==> src/rtl/systolic_input_skewer_pkg.sv <==
// Shared definitions for the systolic input skewer: FSM encoding, default
// array geometry and the drain-counter width helper.
package systolic_input_skewer_pkg;

    localparam int DEFAULT_LANES      = 8;
    localparam int DEFAULT_DATA_WIDTH = 8;

    typedef enum logic [1:0] {
        ST_IDLE   = 2'd0,
        ST_STREAM = 2'd1,
        ST_DRAIN  = 2'd2
    } state_t;

    // A single-lane build still needs a one-bit counter.
    function automatic int cnt_width(input int lanes);
        return (lanes > 1) ? $clog2(lanes) : 1;
    endfunction

endpackage

==> src/rtl/systolic_input_skewer_if.sv <==
// Beat bus between the upstream operand source and the skewer, plus the
// skewed wavefront and tile status returned to the array side.
interface systolic_input_skewer_if
    import systolic_input_skewer_pkg::*;
#(
    parameter int LANES      = DEFAULT_LANES,
    parameter int DATA_WIDTH = DEFAULT_DATA_WIDTH
);

    logic                        i_valid;
    logic                        i_ready;
    logic                        i_last;
    logic                        i_flush;
    logic [LANES*DATA_WIDTH-1:0] i_data;
    logic [LANES-1:0]            o_valid;
    logic [LANES*DATA_WIDTH-1:0] o_data;
    logic                        o_busy;
    logic                        o_done;

    modport master (
        output i_valid, i_last, i_flush, i_data,
        input  i_ready, o_valid, o_data, o_busy, o_done
    );

    modport slave (
        input  i_valid, i_last, i_flush, i_data,
        output i_ready, o_valid, o_data, o_busy, o_done
    );

endinterface

==> src/rtl/systolic_input_skewer_skew_lane.sv <==
// One lane of the skewer: a DEPTH-stage delay line carrying data and valid
// together; slots without a valid beat carry zero data.
module skew_lane #(
    parameter int DEPTH      = 1,
    parameter int DATA_WIDTH = 8
) (
    input  logic                  clk,
    input  logic                  rst_n,
    input  logic                  i_flush,
    input  logic                  i_valid,
    input  logic [DATA_WIDTH-1:0] i_data,
    output logic                  o_valid,
    output logic [DATA_WIDTH-1:0] o_data
);

    logic                  r_vld_p  [DEPTH];
    logic [DATA_WIDTH-1:0] r_data_p [DEPTH];

    always_ff @(posedge clk or negedge rst_n) begin
        if (!rst_n) begin
            for (int s = 0; s < DEPTH; s++) begin
                r_vld_p[s]  <= 1'b0;
                r_data_p[s] <= '0;
            end
        end else if (i_flush) begin
            for (int s = 0; s < DEPTH; s++) begin
                r_vld_p[s]  <= 1'b0;
                r_data_p[s] <= '0;
            end
        end else begin
            // stage 0 captures the accepted beat, later stages shift
            r_vld_p[0]  <= i_valid;
            r_data_p[0] <= i_valid ? i_data : '0;
            for (int s = 1; s < DEPTH; s++) begin
                r_vld_p[s]  <= r_vld_p[s-1];
                r_data_p[s] <= r_data_p[s-1];
            end
        end
    end

    assign o_valid = r_vld_p[DEPTH-1];
    assign o_data  = r_data_p[DEPTH-1];

endmodule

==> src/rtl/systolic_input_skewer.sv <==
// Row-to-wavefront skewer: lane k delayed by k+1 cycles, with a tile FSM that
// stalls input while the final wavefront drains and then pulses o_done.
module systolic_input_skewer
    import systolic_input_skewer_pkg::*;
#(
    parameter int LANES      = DEFAULT_LANES,
    parameter int DATA_WIDTH = DEFAULT_DATA_WIDTH
) (
    input  logic                   clk,
    input  logic                   rst_n,
    systolic_input_skewer_if.slave bus
);

    localparam int               CNT_W    = cnt_width(LANES);
    localparam logic [CNT_W-1:0] CNT_LOAD = CNT_W'(LANES - 1);
    localparam logic [CNT_W-1:0] CNT_ONE  = CNT_W'(1);

    state_t           r_state;
    logic [CNT_W-1:0] r_cnt;
    logic             r_done;
    logic             w_ready;
    logic             w_accept;

    assign w_ready     = (r_state != ST_DRAIN) && !bus.i_flush;
    assign w_accept    = bus.i_valid && w_ready;
    assign bus.i_ready = w_ready;
    assign bus.o_busy  = (r_state != ST_IDLE);
    assign bus.o_done  = r_done;

    always_ff @(posedge clk or negedge rst_n) begin
        if (!rst_n) begin
            r_state <= ST_IDLE;
            r_cnt   <= '0;
            r_done  <= 1'b0;
        end else if (bus.i_flush) begin
            r_state <= ST_IDLE;
            r_cnt   <= '0;
            r_done  <= 1'b0;
        end else begin
            r_done <= 1'b0;
            case (r_state)
                ST_IDLE, ST_STREAM: begin
                    if (w_accept) begin
                        if (!bus.i_last) begin
                            r_state <= ST_STREAM;
                        end else if (LANES == 1) begin
                            // the only lane emits on the next cycle, nothing to drain
                            r_state <= ST_IDLE;
                            r_done  <= 1'b1;
                        end else begin
                            r_state <= ST_DRAIN;
                            r_cnt   <= CNT_LOAD;
                        end
                    end
                end
                ST_DRAIN: begin
                    // leaving on the cycle the last lane emits its final beat
                    if (r_cnt <= CNT_ONE) begin
                        r_state <= ST_IDLE;
                        r_cnt   <= '0;
                        r_done  <= 1'b1;
                    end else begin
                        r_cnt <= r_cnt - CNT_ONE;
                    end
                end
                default: begin
                    r_state <= ST_IDLE;
                    r_cnt   <= '0;
                end
            endcase
        end
    end

    genvar k;
    for (k = 0; k < LANES; k++) begin : g_lane
        skew_lane #(
            .DEPTH      (k + 1),
            .DATA_WIDTH (DATA_WIDTH)
        ) u_lane (
            .clk     (clk),
            .rst_n   (rst_n),
            .i_flush (bus.i_flush),
            .i_valid (w_accept),
            .i_data  (bus.i_data[k*DATA_WIDTH +: DATA_WIDTH]),
            .o_valid (bus.o_valid[k]),
            .o_data  (bus.o_data[k*DATA_WIDTH +: DATA_WIDTH])
        );
    end

endmodule

==> src/flat_wrapper.sv <==
// flat-port wrapper written by rule: the top's interface ports become plain ports
module systolic_input_skewer_flat import systolic_input_skewer_pkg::*;
#(
    parameter int LANES      = DEFAULT_LANES,
    parameter int DATA_WIDTH = DEFAULT_DATA_WIDTH
)
  (clk, rst_n, bus_i_valid, bus_i_last, bus_i_flush, bus_i_data, bus_i_ready, bus_o_valid, bus_o_data, bus_o_busy, bus_o_done);
  systolic_input_skewer_if #(.LANES(LANES), .DATA_WIDTH(DATA_WIDTH)) bus_i ();
  input  logic clk;
  input  logic rst_n;
  input wire logic [$bits(bus_i.i_valid)-1:0] bus_i_valid;
  input wire logic [$bits(bus_i.i_last)-1:0] bus_i_last;
  input wire logic [$bits(bus_i.i_flush)-1:0] bus_i_flush;
  input wire logic [$bits(bus_i.i_data)-1:0] bus_i_data;
  output wire logic [$bits(bus_i.i_ready)-1:0] bus_i_ready;
  output wire logic [$bits(bus_i.o_valid)-1:0] bus_o_valid;
  output wire logic [$bits(bus_i.o_data)-1:0] bus_o_data;
  output wire logic [$bits(bus_i.o_busy)-1:0] bus_o_busy;
  output wire logic [$bits(bus_i.o_done)-1:0] bus_o_done;
  assign bus_i.i_valid = bus_i_valid;
  assign bus_i.i_last = bus_i_last;
  assign bus_i.i_flush = bus_i_flush;
  assign bus_i.i_data = bus_i_data;
  assign bus_i_ready = bus_i.i_ready;
  assign bus_o_valid = bus_i.o_valid;
  assign bus_o_data = bus_i.o_data;
  assign bus_o_busy = bus_i.o_busy;
  assign bus_o_done = bus_i.o_done;
  systolic_input_skewer #(.LANES(LANES), .DATA_WIDTH(DATA_WIDTH)) u_core (.clk(clk), .rst_n(rst_n), .bus(bus_i));
endmodule
==> config.mk <==
export PLATFORM = sky130hd
export DESIGN_NAME = systolic_input_skewer_flat
export DESIGN_NICKNAME = d
export VERILOG_FILES = /design/src/rtl/systolic_input_skewer_pkg.sv /design/src/rtl/systolic_input_skewer_if.sv /design/src/rtl/systolic_input_skewer_skew_lane.sv /design/src/rtl/systolic_input_skewer.sv /design/src/flat_wrapper.sv
export SDC_FILE = /design/constraint.sdc
export NUM_CORES = 1
export LEC_CHECK = 0
export ABC_AREA = 1
export CORE_UTILIZATION = 55
export CTS_BUF_LIST = sky130_fd_sc_hd__clkbuf_2
export DETAILED_ROUTE_END_ITERATION = 12
export PLACE_DENSITY = 0.81
export SLEW_MARGIN = 20
export SYNTH_ARGS = -nofsm -noshare
export SYNTH_HDL_FRONTEND = slang
export SYNTH_SLANG_ARGS = --single-unit
==> constraint.sdc <==
create_clock -name clk -period 2.2 [get_ports clk]
set_input_delay 0.22 -clock clk [delete_from_list [all_inputs] [get_ports clk]]
set_output_delay 0.22 -clock clk [all_outputs]
set_load 0.005 [all_outputs]
==> metrics.md, run 1 <==
| Metric | Value |
|---|---|
| Final ANT Viol Nets | `0` |
| Post-DP HPWL | `between 9000 and 10000 um` |
| CTS tree | `done` |
| Final wirelength | `about 18000 um` |
| Final setup fails | `0` |
| DIE WIDTH | `around 140 um` |
| Combinational power share | `7.7%` |
| Tot GR Track Use | `a little under a fifth` |
| TNS Setup | `0 ns` |
| Share of layout cells above drive strength 1 | `12.7%` |
| Fin. Hold Viols | `0` |
| Synth cell count leaders | `inv_1 (306), dfrtp_1 (302), nor2_1 (254)` |
| Worst skew pair latency | `between 0.7 and 0.8 ns` |
| Register area | `approximately 7600 um2` |
| Core area | `19700 um2` |
| Int Power | `~7400 uW` |
| Multi-input logic area | `~1700 um2` |
| Layout overhead on the synthesized area | `22.2%` |
| Switching share of power | `roughly 25%` |
| Initial DRC count | `277` |
| CTS sink cnt | `around 300` |
| Remaining global-route overflow | `0` |
| Max FO, Critical Path | `3` |
| FF-to-FF path depth | `5` |
| Top FF cell, synth | `dfrtp_1` |
| Worst endpoint required time | `a little under 2 ns` |
| Vias in the first global route | `approximately 6.8k` |
| YS warnings | `0` |
| RSZ-0062 raised after global routing | `no` |
| Post-synth ARST share | `between 90% and 100%` |
| Pin count of the biggest net entering global routing | `201` |
| Syn_nets | `~1.1k` |
| Initial DRT Pass Iterations | `4` |
| Slew HR | `41.8%` |
| Via count | `approximately 6.4k` |
| Cell area after layout | `~14000 um2` |
| Crit path launch | `u_core.r_state[1]$_DFFE_PN0P_` |
| Worst-case vdd ir drop | `approximately 0.47 mV` |
| Initial antenna violation count | `1` |
| WS Path Type | `reg2out` |
| Cell Area, Synth | `11100 um2` |
| R2r setup slk | `roughly 0.8 ns` |
| # fillers | `around 1.4k` |
| Share of the synthesized area in the top cell type | `67.9%` |
| End point of the critical path | `bus_o_busy` |
| # IOs | `~140` |
| Root buf cell | `clkbuf_2` |
| Slowest CP cell | `clkdlybuf4s50_1` |
| TritonCTS buffer count | `between 70 and 80` |
| Clk pin slew, worst setup/hold paths | `roughly 0.11 ns` |
| Critical Path Source Type | `register` |
| Reg-to-Reg Start | `u_core.r_state[0]$_DFFE_PN0P_` |
| Count leader, synth | `inv_1` |
| Leak pwr | `0.00684 uW` |
| Count of different cell masters after synthesis | `18` |
| Max Cap Viol | `0` |
| Tot Pwr | `9880 uW` |
| Critical-path cell list | `inv_1, nand2_1, clkdlybuf4s50_1` |
| Seq/Total Area, Yosys | `roughly 68%` |
| Clock power frac | `around a third` |
| Clock buffer depth | `3` |
| Cells after synthesis | `between 1k and 1.5k` |
| Status | `finished clean` |
| Crit end category | `primary output` |
| # nets final | `1314` |
| Reg2reg end | `u_core.g_lane[6].u_lane.r_data_p[53]$_DFF_PN0_` |
| Post-synth EDFFs | `0` |
| H-tree depth | `3` |
| Final min period | `just over 2 ns` |
| Seq pwr share | `between 50% and 60%` |
| Die footprint | `20800 um2` |
| Syn_area_per_cell | `between 10 and 15 um2` |
| Initial Util | `between 50% and 60%` |
| First-pass GRT wire length | `29600 um` |
| Period utilisation layout | `between 90% and 100%` |
| Worst Hold Launch | `bus_i_valid` |
| HP Class | `in2reg` |
| Routability cong. | `0.744` |
| Arrival @ worst endpoint | `~1.9 ns` |
| Power per standard cell area | `between 700 and 800 nW/um2` |
| Fmax achieved | `483 MHz` |
| DRC violations left | `0` |
| Mean routed wirelength per cell | `11.4 um` |
| Largest stage delay, worst path | `0.50 ns` |
| Seq cells post-synth | `a little over 300` |
| DP Area | `around 12000 um2` |
| Leading post-synthesis cells by cell area | `dfrtp_1 (68%), inv_1 (10%), nor2_1 (8.6%)` |
| PortBufs | `between 100 and 150` |
| Chip height | `about 140 um` |
| Worst Tran Pin Value | `about 0.87 ns` |
| Area leader, netlist | `dfrtp_1` |
| FP Rows | `around 50` |
| Via/cell ratio | `4.19` |
| Switching Power | `roughly 2400 uW` |
| Max Transition Viols Final | `0` |
| Clock skew | `about 0.05 ns` |
## stage by stage
step | hold WS (ns) | setup WS [ns] | cells | util, %
after detailed placement | 0.169 | 0.635 | 1361 | 62.5
final | 0.256 | 0.129 | 1540 | 69.2
after floorplan | -0.0756 | 1.07 | 1042 | -
after global routing | 0.185 | 0.0146 | 1539 | 69.2
after global placement | 0.168 | 0.674 | 1361 | 62.5
after CTS | 0.140 | 0.0620 | 1538 | 69.2
## worst max-delay path: cells and delay by family, from the launching register on
| kind | cells | cell delay, ns |
|---|---|---|
| buffers and inverters | 2 | 0.58 |
| DFF | 1 | 0.42 |
| and+or+nand+nor | 1 | 0.08 |
## timing repair
action | 4_1_cts | 5_1_grt
endpoints found under the setup margin | 2 | 0
hold buffers | 69 | 0
buffers inserted | 2 | 0
endpoints found under the hold margin | 403 | 0
resized for setup | 2 | 0
## power by group through the flow
stage	sequential [uW]	combinational, uW	clock, uW
2_1_floorplan	5810	354	0
3_3_place_gp	5810	630	0
3_5_place_dp	5820	653	0
4_1_cts	5700	764	3540
5_1_grt	5720	854	3840
6_report	5710	766	3410
## per-layer routing
layer  vias up  wire [um]  GRT usage (%)
li1       3195          -              -
met1      3012       6240           18.2
met2       181       9480           33.2
met3        60       1200           6.56
met4         0        640           11.6
met5         -          0              0
## layout by cell type (no fill, tap or decap)
cell,n
nand4_1,1
nand3_1,1
nand2_8,1
clkinv_1,10
buf_16,1
clkinv_2,1
nor2_1,254
o31ai_1,1
nor2_4,49
dfrtp_2,1
dfrtp_1,301
inv_2,4
buf_8,1
clkbuf_2,89
nand2_1,23
inv_1,306
buf_4,5
dlygate4sd3_1,68
nor3_1,1
buf_12,5
clkdlybuf4s50_1,140
a21oi_4,1
diode_2,2
o21ai_0,2
ha_1,2
bufinv_16,3
clkbuf_8,1
dlygate4sd2_1,1
## worst min path at each step
stage / to / slack, ns / cells past startpoint
6_report: u_core.r_state[1]$_DFFE_PN0P_ / 0.26 / 3
5_1_grt: u_core.r_state[1]$_DFFE_PN0P_ / 0.19 / 3
4_1_cts: u_core.r_state[1]$_DFFE_PN0P_ / 0.14 / 3
3_5_place_dp: u_core.g_lane[4].u_lane.o_data[2]$_DFF_PN0_ / 0.17 / 1
3_3_place_gp: u_core.g_lane[4].u_lane.o_data[0]$_DFF_PN0_ / 0.17 / 1
2_1_floorplan: u_core.bus.o_done$_DFF_PN0_ / -0.08 / 0
## state kept, by name (all words and copies together), names as in the netlist
name,count
u_core.bus.o_done,1
u_core.g_lane.u_lane.o_data,64
u_core.g_lane.u_lane.o_valid,8
u_core.g_lane.u_lane.r_data_p,224
u_core.r_cnt,3
u_core.r_state,2
## area by class of cell
cell class | instances | share of cell area [%]
sequential | 302 | 55.5
timing repair buffer | 222 | 16.8
multi-input combinational | 336 | 12.4
inverter | 307 | 8.47
clock buffer | 89 | 3.27
tap | 265 | 2.44
clock inverter | 17 | 1.06
antenna | 2 | 0.0368
## cells by family (layout without fill, tap and decap cells)
family | count (synthesis) | count (layout) | synth area share, %
AOI/OAI and AO/OA | 4 | 4 | 0.303
buffers and inverters | 404 | 635 | 17.1
and+or+nand+nor | 330 | 330 | 14.5
other | 0 | 2 | 0
adders and majority gates | 2 | 2 | 0.225
DFF | 302 | 302 | 67.9
Note: power is estimated with default switching activity, not from simulation.
==> inputs of run 2 (changes only) <==
Settings changed: CORE_UTILIZATION 55 to 61, PLACE_DENSITY 0.81 to 0.89.
==> run 2 against run 1 <==
Critical path depth did not move. Clock power fell by 2%. Flip-flop and latch count is the same. Highest routed layer unchanged. Sequential power barely moved. Critical path type unchanged. Largest power group unchanged. Register-to-register slack worse by 0.15 ns.
==> metrics.md, run 2 (same netlist as run 1, synthesis figures left out) <==
| Metric | Value |
|---|---|
| Top reg by flops | `u_core.g_lane.u_lane.r_data_p` |
| Core area | `approximately 18000 um2` |
| Max Cap Viol | `0` |
| Post-layout util | `75.9%` |
| Final setup margin | `0.109 ns` |
| # nets final | `around 1.3k` |
| Combinational power share | `about 8%` |
| Power per standard cell area | `725 nW/um2` |
| Remaining global-route overflow | `0` |
| Crit end category | `primary output` |
| Slew HR | `55.7%` |
| Max FO, Critical Path | `4` |
| CTS tree | `done` |
| Final min period | `2.09 ns` |
| Place WS | `approximately 0.62 ns` |
| First-pass GRT wire length | `~32000 um` |
| Critical Path Source Type | `register` |
| Switching Power | `between 2000 and 2500 uW` |
| Worst endpoint required time | `slightly below 2 ns` |
| Routability cong. | `0.774` |
| TNS Setup | `0 ns` |
| Seq pwr share | `between 50% and 60%` |
| Mean routed wirelength per cell | `12.8 um` |
| Layout overhead on the synthesized area | `22.0%` |
| Worst-case vdd ir drop | `between 0.4 and 0.5 mV` |
| Initial DRT Pass Iterations | `4` |
| Period utilisation layout | `approximately 95%` |
| WS Path Type | `reg2out` |
| Leak pwr | `~0.0069 uW` |
| Max Transition Viols Final | `0` |
| Final ANT Viol Nets | `0` |
| Switching share of power | `25.4%` |
| H-tree depth | `3` |
| TritonCTS buffer count | `73` |
| Via/cell ratio | `between 4 and 5` |
| HP Class | `in2reg` |
| Die footprint | `between 15000 and 20000 um2` |
| Worst Tran Pin Value | `0.665 ns` |
| Fin. Hold Viols | `0` |
| Tot GR Track Use | `around 23%` |
| Int Power | `between 7000 and 8000 uW` |
| Vias in the first global route | `a little over 7k` |
| Root buf cell | `clkbuf_2` |
| Post-DP HPWL | `around 10000 um` |
| Clock power frac | `about a third` |
| Status | `finished clean` |
| FP Rows | `49` |
| DRC violations left | `0` |
| Clock buffer depth | `3` |
| Pin count of the biggest net entering global routing | `approximately 140` |
| # IOs | `144` |
| Commonest non-fill, non-tap cells in the layout | `inv_1 (306), dfrtp_1 (301), nor2_1 (254), clkdlybuf4s50_1 (140), clkbuf_2 (101)` |
| Worst skew pair latency | `just under 0.8 ns` |
| Clk pin slew, worst setup/hold paths | `around 0.12 ns` |
| Arrival @ worst endpoint | `around 1.9 ns` |
| Final wirelength | `around 19000 um` |
| Hold slack | `~0.33 ns` |
| Chip height | `~140 um` |
| Share of layout cells above drive strength 1 | `13.7%` |
| Final setup fails | `0` |
| Fmax achieved | `~480 MHz` |
| DIE WIDTH | `between 100 and 150 um` |
| Initial antenna violation count | `2` |
| Initial DRC count | `241` |
| Clock skew | `between 0.04 and 0.05 ns` |
| Max FFs per register | `roughly 220` |
| Tot Pwr | `roughly 9800 uW` |
| Commonest non-fill, non-tap cell in the layout | `inv_1` |
| PortBufs | `~140` |
| CTS sink cnt | `302` |
| Initial Util | `just over 60%` |
| Via count | `between 6k and 7k` |
## run 2: cell count changes in the layout (fill, tap and decap cells not counted), sizes merged
cell    previous run  this run
buf               12        17
inv              310       309
bufinv             3         1
clkinv            11        13
clkbuf            90       101
## run 2: layout make-up
class / count / area [um2]
Clock inverter: 16 / 88.8
Timing Repair Buffer: 226 / 2300
Tap cell: 229 / 287
Clock buffer: 101 / 505
Antenna cell: 2 / 5.00
Sequential cell: 302 / 7560
Inverter: 307 / 1150
Multi-Input combinational cell: 336 / 1690
Fill cell: 1140 / 4310
## run 2: timing repair
item | in CTS | in global routing
pin swaps | 1 | 0
endpoints found under the hold margin | 395 | 0
gates resized for setup | 2 | 0
hold buffers | 68 | 0
endpoints found under the setup margin | 2 | 1
setup buffers | 2 | 2
## run 2: critical path, cell delays in order (launching register included)
cell	delay [ns]
dfrtp_1	0.41
inv_2	0.09
nand2_1	0.09
clkdlybuf4s50_1	0.51
## run 2: power by group through the flow
stage	Combinational [uW]	Clock, uW	Sequential, uW
after floorplan	354	0	5810
after global placement	640	0	5810
after detailed placement	665	0	5820
after CTS	770	3440	5710
after global routing	878	3780	5720
final	797	3340	5710
## run 2: metrics by stage
stage,std cells,area [um2]
CTS,1515,13600
global route,1519,13600
global placement,1328,12300
finish,1519,13600
detailed placement,1328,12300
floorplan,1042,11100
## run 2: path summary, 6_finish.rpt
path | from | to | cells past startpoint | slack [ns]
worst max-delay path | u_core.r_state[0]$_DFFE_PN0P_ | bus_o_busy | 3 | 0.11
worst min-delay path | bus_i_valid | u_core.r_state[1]$_DFFE_PN0P_ | 3 | 0.33
worst max register to register | u_core.r_state[1]$_DFFE_PN0P_ | u_core.g_lane[0].u_lane.o_data[4]$_DFF_PN0_ | 6 | 0.65
worst min register to register | u_core.g_lane[3].u_lane.r_data_p[8]$_DFF_PN0_ | u_core.g_lane[3].u_lane.o_data[0]$_DFF_PN0_ | 2 | 0.44
max in group asynchronous | rst_n | u_core.g_lane[6].u_lane.o_valid$_DFF_PN0_ | 4 | 0.84
min in group asynchronous | rst_n | u_core.g_lane[5].u_lane.r_data_p[15]$_DFF_PN0_ | 3 | 0.55
## run 2: routing by layer
layer | GRT usage (%) | routed length [um] | up-vias
met5 | 0 | 0 | -
met4 | 13.0 | 633 | 0
met3 | 7.70 | 1320 | 55
met2 | 40.1 | 10500 | 204
met1 | 23.4 | 7070 | 3145
li1 | - | - | 3210
